`config.mk`:
```
export PLATFORM = sky130hd
export DESIGN_NAME = can_tx_bit_stuffer
export DESIGN_NICKNAME = d
export VERILOG_FILES = /design/src/rtl/can_pkg.sv /design/src/rtl/can_baud_prescaler.sv /design/src/rtl/can_tx_bit_stuffer.sv
export SDC_FILE = /design/constraint.sdc
export NUM_CORES = 1
export LEC_CHECK = 0
export CAP_MARGIN = 20
export CORE_ASPECT_RATIO = 1.5
export CORE_MARGIN = 2
export CORE_UTILIZATION = 45
export CTS_CLUSTER_SIZE = 8
export DETAILED_ROUTE_END_ITERATION = 8
export PLACE_DENSITY = 0.7
export SLEW_MARGIN = 40
export SYNTH_ARGS = -nofsm -noshare
export SYNTH_HDL_FRONTEND = slang
export SYNTH_SLANG_ARGS = --single-unit
```
`constraint.sdc`:
```
create_clock -name sys_clk -period 5.8 [get_ports sys_clk]
set_input_delay 1.16 -clock sys_clk [delete_from_list [all_inputs] [get_ports sys_clk]]
set_output_delay 1.16 -clock sys_clk [all_outputs]
set_load 0.01 [all_outputs]
```
`src/rtl/can_pkg.sv`:
```
// Shared CAN bit-level constants and the per-tick action encoding
// used by the transmit stuffer.
package can_pkg;

    localparam logic CAN_RECESSIVE = 1'b1;
    localparam logic CAN_DOMINANT  = 1'b0;

    localparam int DEF_DIV_W       = 16;
    localparam int DEF_STUFF_LIMIT = 5;
    localparam int DEF_CNT_W       = 8;

    typedef enum logic [1:0] {
        ACT_IDLE,
        ACT_STUFF,
        ACT_DATA,
        ACT_UNDERRUN
    } tick_action_e;

endpackage

```
`src/rtl/can_baud_prescaler.sv`:
```
// Bit-rate tick generator; the divisor is captured only while idle so a
// running frame keeps a constant bit time.
module can_baud_prescaler #(
    parameter int DIV_W = 16
) (
    input  logic             sys_clk,
    input  logic             reset,
    input  logic             enable,
    input  logic [DIV_W-1:0] baud_div,
    output logic             tick
);

    logic [DIV_W-1:0] cnt_reg;
    logic [DIV_W-1:0] div_q_reg;

    always_ff @(posedge sys_clk) begin
        if (reset || !enable) begin
            cnt_reg   <= '0;
            div_q_reg <= baud_div;
        end else if (tick) begin
            cnt_reg   <= '0;
        end else begin
            cnt_reg   <= cnt_reg + 1'b1;
        end
    end

    // Gated so that no boundary is reported while held idle or in reset.
    assign tick = enable && !reset && (cnt_reg == div_q_reg);

endmodule

```
`src/rtl/can_tx_bit_stuffer.sv`:
```
// CAN transmit bit stage: pulls one frame bit per bit time from the
// serializer, inserts stuff bits and drives the registered tx line.
module can_tx_bit_stuffer
    import can_pkg::*;
#(
    parameter int DIV_W       = DEF_DIV_W,
    parameter int STUFF_LIMIT = DEF_STUFF_LIMIT,
    parameter int CNT_W       = DEF_CNT_W
) (
    input  logic             sys_clk,
    input  logic             reset,
    input  logic [DIV_W-1:0] baud_div,
    input  logic             enable,
    input  logic             bit_in,
    input  logic             stuff_en,
    input  logic             bit_valid,
    output logic             bit_ready,
    output logic             tx,
    output logic             bit_tick,
    output logic             stuff_bit,
    output logic             underrun,
    output logic [CNT_W-1:0] stuff_count
);

    localparam int              RUN_W    = $clog2(STUFF_LIMIT + 1);
    localparam logic [RUN_W-1:0] RUN_FULL = RUN_W'(STUFF_LIMIT);
    localparam logic [RUN_W-1:0] RUN_ONE  = RUN_W'(1);

    logic             tick;
    logic             pending;
    tick_action_e     action;

    logic             tx_reg;
    logic             last_bit_reg;
    logic             region_reg;
    logic [RUN_W-1:0] run_len_reg;
    logic [CNT_W-1:0] stuff_count_reg;

    can_baud_prescaler #(
        .DIV_W (DIV_W)
    ) u_prescaler (
        .sys_clk  (sys_clk),
        .reset    (reset),
        .enable   (enable),
        .baud_div (baud_div),
        .tick     (tick)
    );

    // region_reg is the stuff_en of the last consumed bit, so the stuff bit
    // after the final CRC bit is still emitted once stuff_en has dropped.
    assign pending = (run_len_reg == RUN_FULL) && region_reg;

    always_comb begin
        action = ACT_IDLE;
        if (tick) begin
            if (pending)        action = ACT_STUFF;
            else if (bit_valid) action = ACT_DATA;
            else                action = ACT_UNDERRUN;
        end
    end

    assign bit_tick    = tick;
    assign stuff_bit   = (action == ACT_STUFF);
    assign bit_ready   = (action == ACT_DATA);
    assign underrun    = (action == ACT_UNDERRUN);
    assign tx          = tx_reg;
    assign stuff_count = stuff_count_reg;

    always_ff @(posedge sys_clk) begin
        if (reset || !enable) begin
            tx_reg          <= CAN_RECESSIVE;
            last_bit_reg    <= CAN_RECESSIVE;
            region_reg      <= 1'b0;
            run_len_reg     <= '0;
            stuff_count_reg <= '0;
        end else begin
            unique case (action)
                ACT_STUFF: begin
                    // The stuff bit opens a fresh run and may itself be stuffed.
                    tx_reg       <= ~last_bit_reg;
                    last_bit_reg <= ~last_bit_reg;
                    run_len_reg  <= RUN_ONE;
                    if (stuff_count_reg != '1)
                        stuff_count_reg <= stuff_count_reg + 1'b1;
                end
                ACT_DATA: begin
                    tx_reg       <= bit_in;
                    last_bit_reg <= bit_in;
                    region_reg   <= stuff_en;
                    if (!stuff_en)
                        run_len_reg <= '0;
                    else if (bit_in == last_bit_reg && run_len_reg != '0)
                        run_len_reg <= run_len_reg + 1'b1;
                    else
                        run_len_reg <= RUN_ONE;
                end
                ACT_UNDERRUN: begin
                    tx_reg      <= CAN_RECESSIVE;
                    run_len_reg <= '0;
                    region_reg  <= 1'b0;
                end
                default: begin
                end
            endcase
        end
    end

endmodule

```
==> flow_summary.yaml, run 1 <==
placement:
  gp_congestion: 0.814
  placed_area_mm2: 0.00253
  dp.final_hpwl_um: 2960
  port_buffers: 34
layout:
  syn_to_final_growth_pct: 22.0
  multi_input_area_um2: 986
  seq_area_mm2: 0.00108
  postLayoutCoreUtil: 0.573
  final_nets: 274
  drive_above_1_share: 0.0779
  final_cell_area_mm2: 0.00262
  fill_cells: 429
  diodes: 0
detailed_routing:
  vias: 1529
  dr.pass1.iters: 4
  wirelength_um: 4010
  first_iter_violations: 11
  vias_per_cell: 4.96
  ant_nets: 0
  drc_errors: 0
  routedWlPerCell_um: 13.0
pwr:
  p_total_w: 0.000585
  vdd_ir_drop_max_uv: 132
  leakagePower_nw: 0.900
  powerDensity_mw_per_mm2: 223
critical_path:
  r2r-end: "run_len_reg[2]"
  reg2reg_from: "u_prescaler.cnt_reg[2]"
  r2r_setup_slack_ns: 3.11
  cp_max_fo: 11
  start_kind: "input pin"
  rr_worst_depth: 10
  cp-end-kind: "primary output"
  worstPathArrival_ns: 3.08
  cp.required_ns: 4.64
  critical_path_class: "input pin to primary output"
sta:
  whs_ns: 0.481
  hold_viol: 0
  setup_viol: 0
  final.setup.tns_ns: 0
  clock_skew_ns: 0.00644
  timing.final.max_slew_violations: 0
  period_needed_ns: 4.24
  rsz0062_at_grt: "false"
  relSlewSlack: 0.538
  fmaxAchievable_mhz: 236
  tightest_slew_ns: 0.694
  min_period_over_period: 0.731
yosys:
  synth-main-ff-cell: "dfxtp_1"
  ys_ff_latch: 46
  syn-num-nets: 238
  synth.cell_area_mm2: 0.00215
  synth-edff-count: 16
  yosys_warnings: 0
  syn_inst: 207
  ys_seq_area_frac: 0.503
  syn_area_per_cell_um2: 10.4
  synth.distinct_cells: 38
  async_flop_share: 0
floorplan:
  die_area_mm2: 0.00536
  fp.dieW_um: 60.5
  start_util: 0.470
  floorplan.io_pins: 35
  core-area_mm2: 0.00458
  chipHeight_um: 88.7
  row_count: 30
clocking:
  post_cts_buffers: 0
  cts_buffers: 5
  cts_hold_buf: 0
  cts_buffer_depth: 2
  clk_pin_slew_ns: 0.08
  htree_num_levels: 2
  ctsResizeCount: 0
  cts.sinks: 46
  cts_tree: "done"
  clock_latency_ns: 0.29
  root_buffer: "clkbuf_8"
outcome:
  status: "complete, no violations"
min_path:
  hold_path.class: "flip-flop to flip-flop"
  whs_endpoint: "tx"
  hold_start: "tx"
  hold_depth: 2
global_route:
  grt_max_degree: 29
  grt_pass1_wl_um: 6780
  grt_overflow: 0
  grt_usage: 0.171
  grt_pass1_vias: 1539
  antenna_found_initial: 0
flow_run:
  cap_violations: 0
[cells in the final DEF, fill, tap and decap left out, types with 6 or more instances in the layout]
master	n
nor2_1	25
a21oi_1	10
nand2_1	11
o21ai_0	6
xnor2_1	24
clkdlybuf4s50_1	34
clkbuf_8	6
xor2_1	11
inv_1	10
ha_1	9
dfxtp_1	30
edfxtp_1	16
nand4_1	11
[power breakdown]
group / leakage (nW) / internal, W / total, W / switching (W)
logic: 0.448 / 0.0000210 / 0.0000353 / 0.0000143
registers: 0.405 / 0.000345 / 0.000351 / 0.00000546
clock network: 0.0472 / 0.0000958 / 0.000199 / 0.000103
[synth_stat cells, types with 2 or more instances]
library cell | n | share of area
edfxtp_1 | 16 | 0.22
xnor2_1 | 24 | 0.098
nor2_1 | 25 | 0.044
nor2b_1 | 2 | 0.0058
nand3_1 | 4 | 0.0093
and3_2 | 2 | 0.0070
o21ai_0 | 6 | 0.014
dfxtp_1 | 30 | 0.28
or3_1 | 3 | 0.0087
nand2b_1 | 2 | 0.0058
and2_1 | 4 | 0.012
a21oi_1 | 10 | 0.023
nor2_2 | 2 | 0.0058
xor2_1 | 11 | 0.045
nand2_1 | 11 | 0.019
o311ai_1 | 2 | 0.0081
clkbuf_1 | 3 | 0.0052
ha_1 | 9 | 0.052
o211ai_1 | 2 | 0.0070
nand4_1 | 11 | 0.032
inv_1 | 11 | 0.019
[cell families (layout without fill, tap and decap cells)]
| kind of cell | count (synthesis) | after routing | synth area share |
|---|---|---|---|
| XOR/XNOR | 35 | 35 | 0.143 |
| multiplexers | 1 | 1 | 0.00465 |
| AND/OR/NAND/NOR | 75 | 75 | 0.188 |
| flip-flops | 46 | 46 | 0.503 |
| buffers and inverters | 16 | 53 | 0.0390 |
| adder cells (fa/ha/maj) | 9 | 9 | 0.0524 |
| AO/OA/AOI/OAI | 25 | 25 | 0.0704 |
[critical path, stage by stage]
cell	delay [ns]
clkdlybuf4s50_1	0.45
and2b_2	0.30
and3_2	0.23
inv_1	0.08
ha_1	0.28
clkdlybuf4s50_1	0.58
[layout make-up]
class,count,area share
multi-input combinational,145,0.376
tap,64,0.0305
inverter,11,0.0157
timing repair buffer,34,0.130
clock inverter,2,0.00477
sequential,46,0.412
clock buffer,6,0.0315
[per-stage QoR]
step / worst slack, ns / instances
finish: 1.56 / 308
global route: 1.48 / 308
CTS: 1.56 / 308
detailed placement: 1.58 / 300
global placement: 1.60 / 300
floorplan: 2.49 / 207
[routing by layer]
metal  share of wire  track usage
met5               0            0
met4           0.026       0.0889
met3           0.036       0.0409
met2            0.52        0.297
met1            0.42        0.188
[worst max-delay path by stage]
stage,startpoint,endpoint,slack [ns],cells past startpoint
6_report,reset,bit_ready,1.56,6
5_1_grt,reset,bit_ready,1.48,6
4_1_cts,reset,bit_ready,1.56,6
3_5_place_dp,reset,bit_ready,1.58,6
3_3_place_gp,reset,bit_ready,1.60,6
2_1_floorplan,reset,bit_ready,2.49,5
Note: power is estimated with default switching activity, not from simulation.
==> run 2: changes to the inputs <==
--- a/config.mk
+++ b/config.mk
@@ -11,7 +11,7 @@
 export CORE_UTILIZATION = 45
 export CTS_CLUSTER_SIZE = 8
 export DETAILED_ROUTE_END_ITERATION = 8
-export PLACE_DENSITY = 0.7
+export PLACE_DENSITY = 0.73
 export SLEW_MARGIN = 40
 export SYNTH_ARGS = -nofsm -noshare
 export SYNTH_HDL_FRONTEND = slang
==> constraint.sdc (replaced) <==
create_clock -name sys_clk -period 3.64 [get_ports sys_clk]
set_input_delay 0.728 -clock sys_clk [delete_from_list [all_inputs] [get_ports sys_clk]]
set_output_delay 0.728 -clock sys_clk [all_outputs]
set_load 0.01 [all_outputs]
==> flow_summary.yaml, run 2 (synthesis gave the netlist of run 1 again) <==
sta:
  hold_viol: 0
  timing.final.max_slew_violations: 0
  setup_viol: 0
  min_period_over_period: 0.923
  period_needed_ns: 3.36
  clock_skew_ns: 0.00961
  fmaxAchievable_mhz: 298
  final.setup.tns_ns: 0
  worst_slack_ns: 0.280
  tightest_slew_ns: 0.664
  relSlewSlack: 0.558
  rsz0062_at_grt: "false"
clocking:
  cts_hold_buf: 0
  cts_buffers: 5
  cts.sinks: 46
  htree_num_levels: 2
  clk_pin_slew_ns: 0.09
  cts_tree: "done"
  cts_buffer_depth: 2
  root_buffer: "clkbuf_8"
  clock_latency_ns: 0.30
  post_cts_buffers: 0
  ctsResizeCount: 0
layout:
  syn_to_final_growth_pct: 22.8
  final_common_cell: "clkdlybuf4s50_1"
  drive_above_1_share: 0.0850
  final_cell_area_mm2: 0.00264
  fin_cells: 311
  fill_cells: 425
  final_cell_mix: "clkdlybuf4s50_1, dfxtp_1, nor2_1"
  final_nets: 277
  diodes: 0
min_path:
  hold_path.class: "flip-flop to flip-flop"
  hold_start: "run_len_reg[1]"
  whs_endpoint: "run_len_reg[1]"
  hold_depth: 2
pwr:
  leakagePower_nw: 0.912
  combPwrFrac: 0.063
  sw_frac_of_total: 0.224
  p_seq_frac: 0.603
  p_total_w: 0.000928
  power.internal_w: 0.000720
  powerDensity_mw_per_mm2: 351
  clkPwrFrac: 0.334
  vdd_ir_drop_max_uv: 224
  p_sw_w: 0.000208
flow_run:
  cap_violations: 0
floorplan:
  row_count: 30
  start_util: 0.470
  floorplan.io_pins: 35
  core-area_mm2: 0.00458
  fp.dieW_um: 60.5
  chipHeight_um: 88.7
  die_area_mm2: 0.00536
critical_path:
  r2r-end: "run_len_reg[2]"
  reg2reg_from: "u_prescaler.div_q_reg[15]"
  r2r_setup_slack_ns: 1.18
  cp-end-kind: "primary output"
  cp.required_ns: 2.91
  critical_path_class: "flip-flop to primary output"
  cp_max_fo: 7
  rr_worst_depth: 10
  worstPathArrival_ns: 2.63
  start_kind: "flip-flop"
placement:
  gp_congestion: 0.802
  placed_area_mm2: 0.00255
  port_buffers: 34
  dp.final_hpwl_um: 2980
  pre_cts_ws_ns: 0.361
  dp_cells: 303
detailed_routing:
  vias: 1564
  first_iter_violations: 28
  routedWlPerCell_um: 13.0
  ant_nets: 0
  wirelength_um: 4040
  drc_errors: 0
  dr.pass1.iters: 5
  vias_per_cell: 5.03
global_route:
  grt_usage: 0.172
  grt_pass1_vias: 1560
  antenna_found_initial: 0
  grt_overflow: 0
  grt_pass1_wl_um: 6860
  grt_max_degree: 22
outcome:
  status: "complete, no violations"
==> run 2: changes by cell type in the layout (fill, tap and decap cells not counted), sizes merged <==
cell	delta
clkbuf	-1
clkinv	+1
buf	+3
==> run 2: critical path: stages (launching register included) <==
cell and delay (ns):
edfxtp_1 0.39, xnor2_1 0.27, nand4_1 0.18, nor4_4 0.35, and3_2 0.28, ha_1 0.29, clkdlybuf4s50_1 0.58
==> run 2: worst max path at each step <==
| stage | startpoint | endpoint | slack (ns) |
|---|---|---|---|
| floorplan | reset | bit_ready | 1.19 |
| global placement | reset | bit_ready | 0.38 |
| detailed placement | reset | bit_ready | 0.36 |
| CTS | u_prescaler.cnt_reg[2] | bit_ready | 0.30 |
| global route | u_prescaler.div_q_reg[15] | bit_ready | 0.18 |
| finish | u_prescaler.div_q_reg[15] | bit_ready | 0.28 |
==> run 2: metrics by stage <==
stage / hold WS, ns / util
2_1_floorplan: 0.446 / -
3_3_place_gp: 0.465 / 0.557
3_5_place_dp: 0.467 / 0.557
4_1_cts: 0.479 / 0.577
5_1_grt: 0.500 / 0.577
6_report: 0.476 / 0.577
==> run 2: layout make-up <==
cell class              count  area (µm²)  share of cell area
clock inverters             3        21.3             0.00805
flip-flops and latches     46        1080               0.409
inverters                  11        41.3              0.0156
repair buffers             37         363               0.137
clock buffers               5        68.8              0.0261
well taps                  64        80.1              0.0303
multi-input cells         145         986               0.373
==> run 2: metal layers <==
metal	global-route usage	routed length [µm]	vias to the layer above
met5	0	0	-
met2	0.298	2160	31
met4	0.0988	140	0
met3	0.0336	114	13
met1	0.191	1620	730
li1	-	-	790
==> run 2: power by group through the flow <==
stage | clock (W) | sequential [W] | combinational, W
floorplan | 0 | 0.000569 | 0.0000311
global placement | 0 | 0.000572 | 0.0000583
detailed placement | 0 | 0.000572 | 0.0000585
CTS | 0.000317 | 0.000560 | 0.0000589
global route | 0.000339 | 0.000561 | 0.0000641
finish | 0.000310 | 0.000559 | 0.0000586
==> patch 1 (flow settings as in run 1) <==
Add an input register stage for `baud_div`; this delays it by one clock. The other inputs are not delayed to match.
--- a/src/rtl/can_tx_bit_stuffer.sv
+++ b/src/rtl/can_tx_bit_stuffer.sv
@@ -26,6 +26,12 @@
     localparam logic [RUN_W-1:0] RUN_FULL = RUN_W'(STUFF_LIMIT);
     localparam logic [RUN_W-1:0] RUN_ONE  = RUN_W'(1);
 
+    logic [DIV_W-1:0] baud_div_q;
+
+    always_ff @(posedge sys_clk) begin
+        baud_div_q <= baud_div;
+    end
+
     logic             tick;
     logic             pending;
     tick_action_e     action;
@@ -42,7 +48,7 @@
         .sys_clk  (sys_clk),
         .reset    (reset),
         .enable   (enable),
-        .baud_div (baud_div),
+        .baud_div (baud_div_q),
         .tick     (tick)
     );
 
Check against the original RTL: not equivalent (Yosys sat finds a counterexample within 4 cycles, from zero or initial values).
==> patch 1 against run 1 <==
Sequential share of layout area is 4.4 points higher; synthesized area is 15% higher; maximum frequency is 1.5% higher; design area is 17% higher; core utilization is 0.53 points lower; power is 46% higher; sequential cell count is 16 higher; first-iteration DRC count grew to 3.8 times the old value; setup slack better by 0.061 ns; highest routed layer unchanged; sequential power is 33% higher; via count is 9.9% higher; critical endpoint unchanged; count of clock-buffer cells in the layout is 8 higher; routed wire length is 5.0% higher; critical path type unchanged.
==> patch 1: results (changes against run 1) <==
Place
  – Port bufs: 34 (unchanged)
  – Placed Area: 2870 um^2 (was 2530 um^2)
  – Gpl congestion: 0.840 (was 0.814)
  – DPL Wire Length: 3040 um (was 2960 um)

Clock tree
  – Clock Latency Late Sink: 0.33 ns (was 0.29 ns)
  – # resized after CTS: 0 (unchanged)
  – Clock tree root driver cell: clkbuf_8 (unchanged)
  – H-tree depth: 3 (was 2)
  – Total CTS buffers: 9 (was 5)
  – Reg clk slew, reported paths: 0.06 ns (was 0.08 ns)
  – Setup bufs post-CTS: 0 (unchanged)
  – Max Buffers Root-to-Sink: 2 (unchanged)

Layout
  – Share of cells above drive strength 1: 9.52% (was 7.79%)
  – Ant. Diodes: 0 (unchanged)
  – Fill cell count: 469 (was 429)
  – Nets: 299 (was 274)

Power and ir drop
  – Leakage: 1.08 nW (was 0.900 nW)
  – IR drop worst, VDD: 0.164 mV (was 0.132 mV)

Routing
  – Initial drt markers: 42 (was 11)
  – Vias per inst: 4.90 (was 4.96)
  – DR WL/cell: 12.3 um (was 13.0 um)
  – First-pass DRT Iterations: 4 (unchanged)

GRT
  – Initial antenna violation count: 0 (unchanged)
  – Largest net degree at the start of global routing: 29 (unchanged)
  – Global-route wire length before repair: 6940 um (was 6780 um)
  – Gr usage total: 15.2% (was 17.1%)
  – Number of global-route vias before repair: 1600 (was 1539)

Worst setup path
  – Crit path from: enable (was reset)
  – Reg2reg start: u_prescaler.cnt_reg[1] (was u_prescaler.cnt_reg[2])
  – WP data arrival: 3.02 ns (was 3.08 ns)
  – Crit-path max FO: 11 (unchanged)
  – CP max stage delay: 0.58 ns (about the same)

Run status
  – Outcome: complete, no violations (unchanged)

Yosys
  – Sequential fraction of the synthesis area: 56.6% (was 50.3%)
  – Unique cell type count in the Yosys netlist: 37 (was 38)
  – Syn Nets: 257 (was 238)
  – Synth warnings: 0 (unchanged)
  – Fraction of registers with async set/reset: 0% (unchanged)
  – Synth cell count leaders: dfxtp_1 (46), xnor2_1 (26), nor2_1 (23) (was dfxtp_1 (30), nor2_1 (25), xnor2_1 (24))
  – Main area contributors after synthesis: dfxtp_1 (37%), edfxtp_1 (19%), xnor2_1 (9.2%) (was dfxtp_1 (28%), edfxtp_1 (22%), xnor2_1 (9.8%))

Timing
  – Final Skew: 0.00860 ns (was 0.00644 ns)
  – Worst slew pin tran: 0.651 ns (was 0.694 ns)
  – Hold Vio Cnt, Final: 0 (unchanged)

Worst hold path
  – Hold Crit Start: baud_div_q[9] (was tx)
  – Worst Hold Class: reg -> reg (unchanged)
-- patch 1: area by class of cell --
cell class                      count  area (um^2)  area share [%]
Inverter                           12         45.0            1.47
Sequential cell                    62         1400            45.6
Tap cell                           70         87.6            2.85
Timing Repair Buffer               35          348            11.3
Clock buffer                       14          184            5.99
Multi-Input combinational cell    148          991            32.3
Clock inverter                      2         13.8           0.448
-- patch 1: kinds of logic (layout without fill, tap and decap cells) --
logic type / count (synthesis) / after routing / synth area share, %
AOI/OAI and AO/OA: 27 / 27 / 6.47
and+or+nand+nor: 77 / 77 / 16.6
xor gates and xnor gates: 34 / 34 / 12.0
adders and majority gates: 9 / 9 / 4.55
muxes: 1 / 1 / 0.404
DFF: 62 / 62 / 56.6
buffers and inverters: 16 / 63 / 3.39
-- patch 1: path summary, 6_finish.rpt --
path	end	slack [ns]	cells after the start
max	bit_ready	1.62	6
min	u_prescaler.div_q_reg[9]	0.40	0
max reg2reg	run_len_reg[1]	3.13	10
min reg2reg	u_prescaler.div_q_reg[9]	0.40	0
-- patch 1: per-layer routing --
layer | GRT usage (%) | routed length [um] | up-vias
met5 | 0 | 0 | -
met4 | 7.98 | 90 | 0
met3 | 5.24 | 209 | 7
met2 | 27.0 | 2230 | 44
met1 | 15.7 | 1690 | 770
li1 | - | - | 860
-- patch 1: metrics by stage --
step	instances	worst slack, ns
floorplan	226	2.53
global placement	327	1.66
detailed placement	327	1.64
CTS	343	1.62
global route	343	1.53
finish	343	1.62
-- patch 1: report_power, final --
group | internal [mW] | switching [mW] | leakage, nW
Combinational | 0.0203 | 0.0132 | 0.443
Clock | 0.205 | 0.152 | 0.102
Sequential | 0.460 | 0.00646 | 0.540
Total | 0.685 | 0.172 | 1.08
-- patch 1: worst max-delay path, delay by kind of cell --
family	cells	cell delay, ns
adders and majority gates	1	0.29
buffers and inverters	3	1.22
and+or+nand+nor	2	0.36
==> patch 2 (settings of run 1) <==
Without the edit above. Set the package constant `DEF_STUFF_LIMIT` to 10 (it was 5).
--- a/src/rtl/can_pkg.sv
+++ b/src/rtl/can_pkg.sv
@@ -6,7 +6,7 @@
     localparam logic CAN_DOMINANT  = 1'b0;
 
     localparam int DEF_DIV_W       = 16;
-    localparam int DEF_STUFF_LIMIT = 5;
+    localparam int DEF_STUFF_LIMIT = 10;
     localparam int DEF_CNT_W       = 8;
 
     typedef enum logic [1:0] {
Formal check against the unedited RTL: not equivalent (Yosys sat finds a counterexample within 10 cycles, from zero or initial values).
==> patch 2 against run 1 <==
Sequential cell count grew 1; design area grew 2.2%; setup slack lost 0.099 ns; synthesized area grew 1.6%; synthesized cell count grew 3.4%; first-iteration DRC count grew to 3.3 times the old value; routed wire length shrank 0.37%; final cell count grew 2.9%; sequential share of layout area shrank 0.14 points; power grew 7.8%; clock power grew 19%.
==> patch 2: results (changes against run 1) <==
GRT
  – Number of global-route vias before repair: 1502 (was 1539)
  – Gr usage total: 16.5% (was 17.1%)
  – Met2 Use GR: 29.9% (was 29.7%)
  – Grt met3 use: 3.33% (was 4.09%)
  – Global-route wire length before repair: 6560 um (was 6780 um)
  – GR Util met1: 17.8% (was 18.8%)

Place
  – DPL Wire Length: 2940 um (was 2960 um)
  – Placed Area: 2570 um^2 (was 2530 um^2)

Yosys
  – Synth cell count leaders: dfxtp_1 (31), nor2_1 (27), xnor2_1 (27) (was dfxtp_1 (30), nor2_1 (25), xnor2_1 (24))
  – Syn Std Cell Area: 2190 um^2 (was 2150 um^2)
  – Sequential fraction of the synthesis area: 50.4% (was 50.3%)
  – Post-synthesis mux area share: 0.458% (was 0.465%)
  – Xor and xnor area share after synthesis: 14.4% (was 14.3%)
  – Synthesized area per cell: 10.2 um^2 (was 10.4 um^2)
  – Syn Nets: 245 (was 238)

Timing
  – Slew HR: 55.8% (was 53.8%)
  – Final Skew: 0.00903 ns (was 0.00644 ns)

Worst setup path
  – Crit-path max FO: 12 (was 11)

Routing
  – DRT met1 WL: 1620 um (was 1670 um)
  – Vias per inst: 4.94 (was 4.96)
  – Length of routed met3 wiring: 152 um (was 146 um)
  – Routed wl met2: 2140 um (was 2090 um)
  – First-pass DRT Iterations: 5 (was 4)
  – Initial drt markers: 36 (was 11)

Power and ir drop
  – Pwr per Cell Area: 235 nW/um^2 (was 223 nW/um^2)
  – Power Sequential: 0.358 mW (was 0.351 mW)

Layout
  – Util after Layout: 56.2% (was 57.3%)
  – Share of cells above drive strength 1: 7.17% (was 7.79%)

Run status
  – Outcome: complete, no violations (unchanged)
[patch 2: changes by cell type in the layout (fill, tap and decap cells not counted), moves of 2 or more]
cell	change
and2_1	-3
nand3_1	+5
nor2_1	+2
nor3_1	+7
o21ai_0	-2
o311ai_1	-2
or3_1	-2
xnor2_1	+3
xor2_1	-2
[patch 2: cell type report]
type / instances / area share [%]
Multi-Input combinational cell: 151 / 37.4
Tap cell: 66 / 3.08
Timing Repair Buffer: 34 / 12.7
Sequential cell: 47 / 41.1
Inverter: 11 / 1.54
Clock inverter: 3 / 1.63
Clock buffer: 5 / 2.57
[patch 2: final timing paths]
| check | startpoint | endpoint | slack (ns) | cells past startpoint |
|---|---|---|---|---|
| setup reg to reg | u_prescaler.div_q_reg[10] | run_len_reg[2] | 2.98 | 10 |
| hold / removal | tx | tx | 0.48 | 2 |
| setup / recovery | enable | bit_ready | 1.46 | 5 |
| hold reg to reg | tx | tx | 0.48 | 2 |
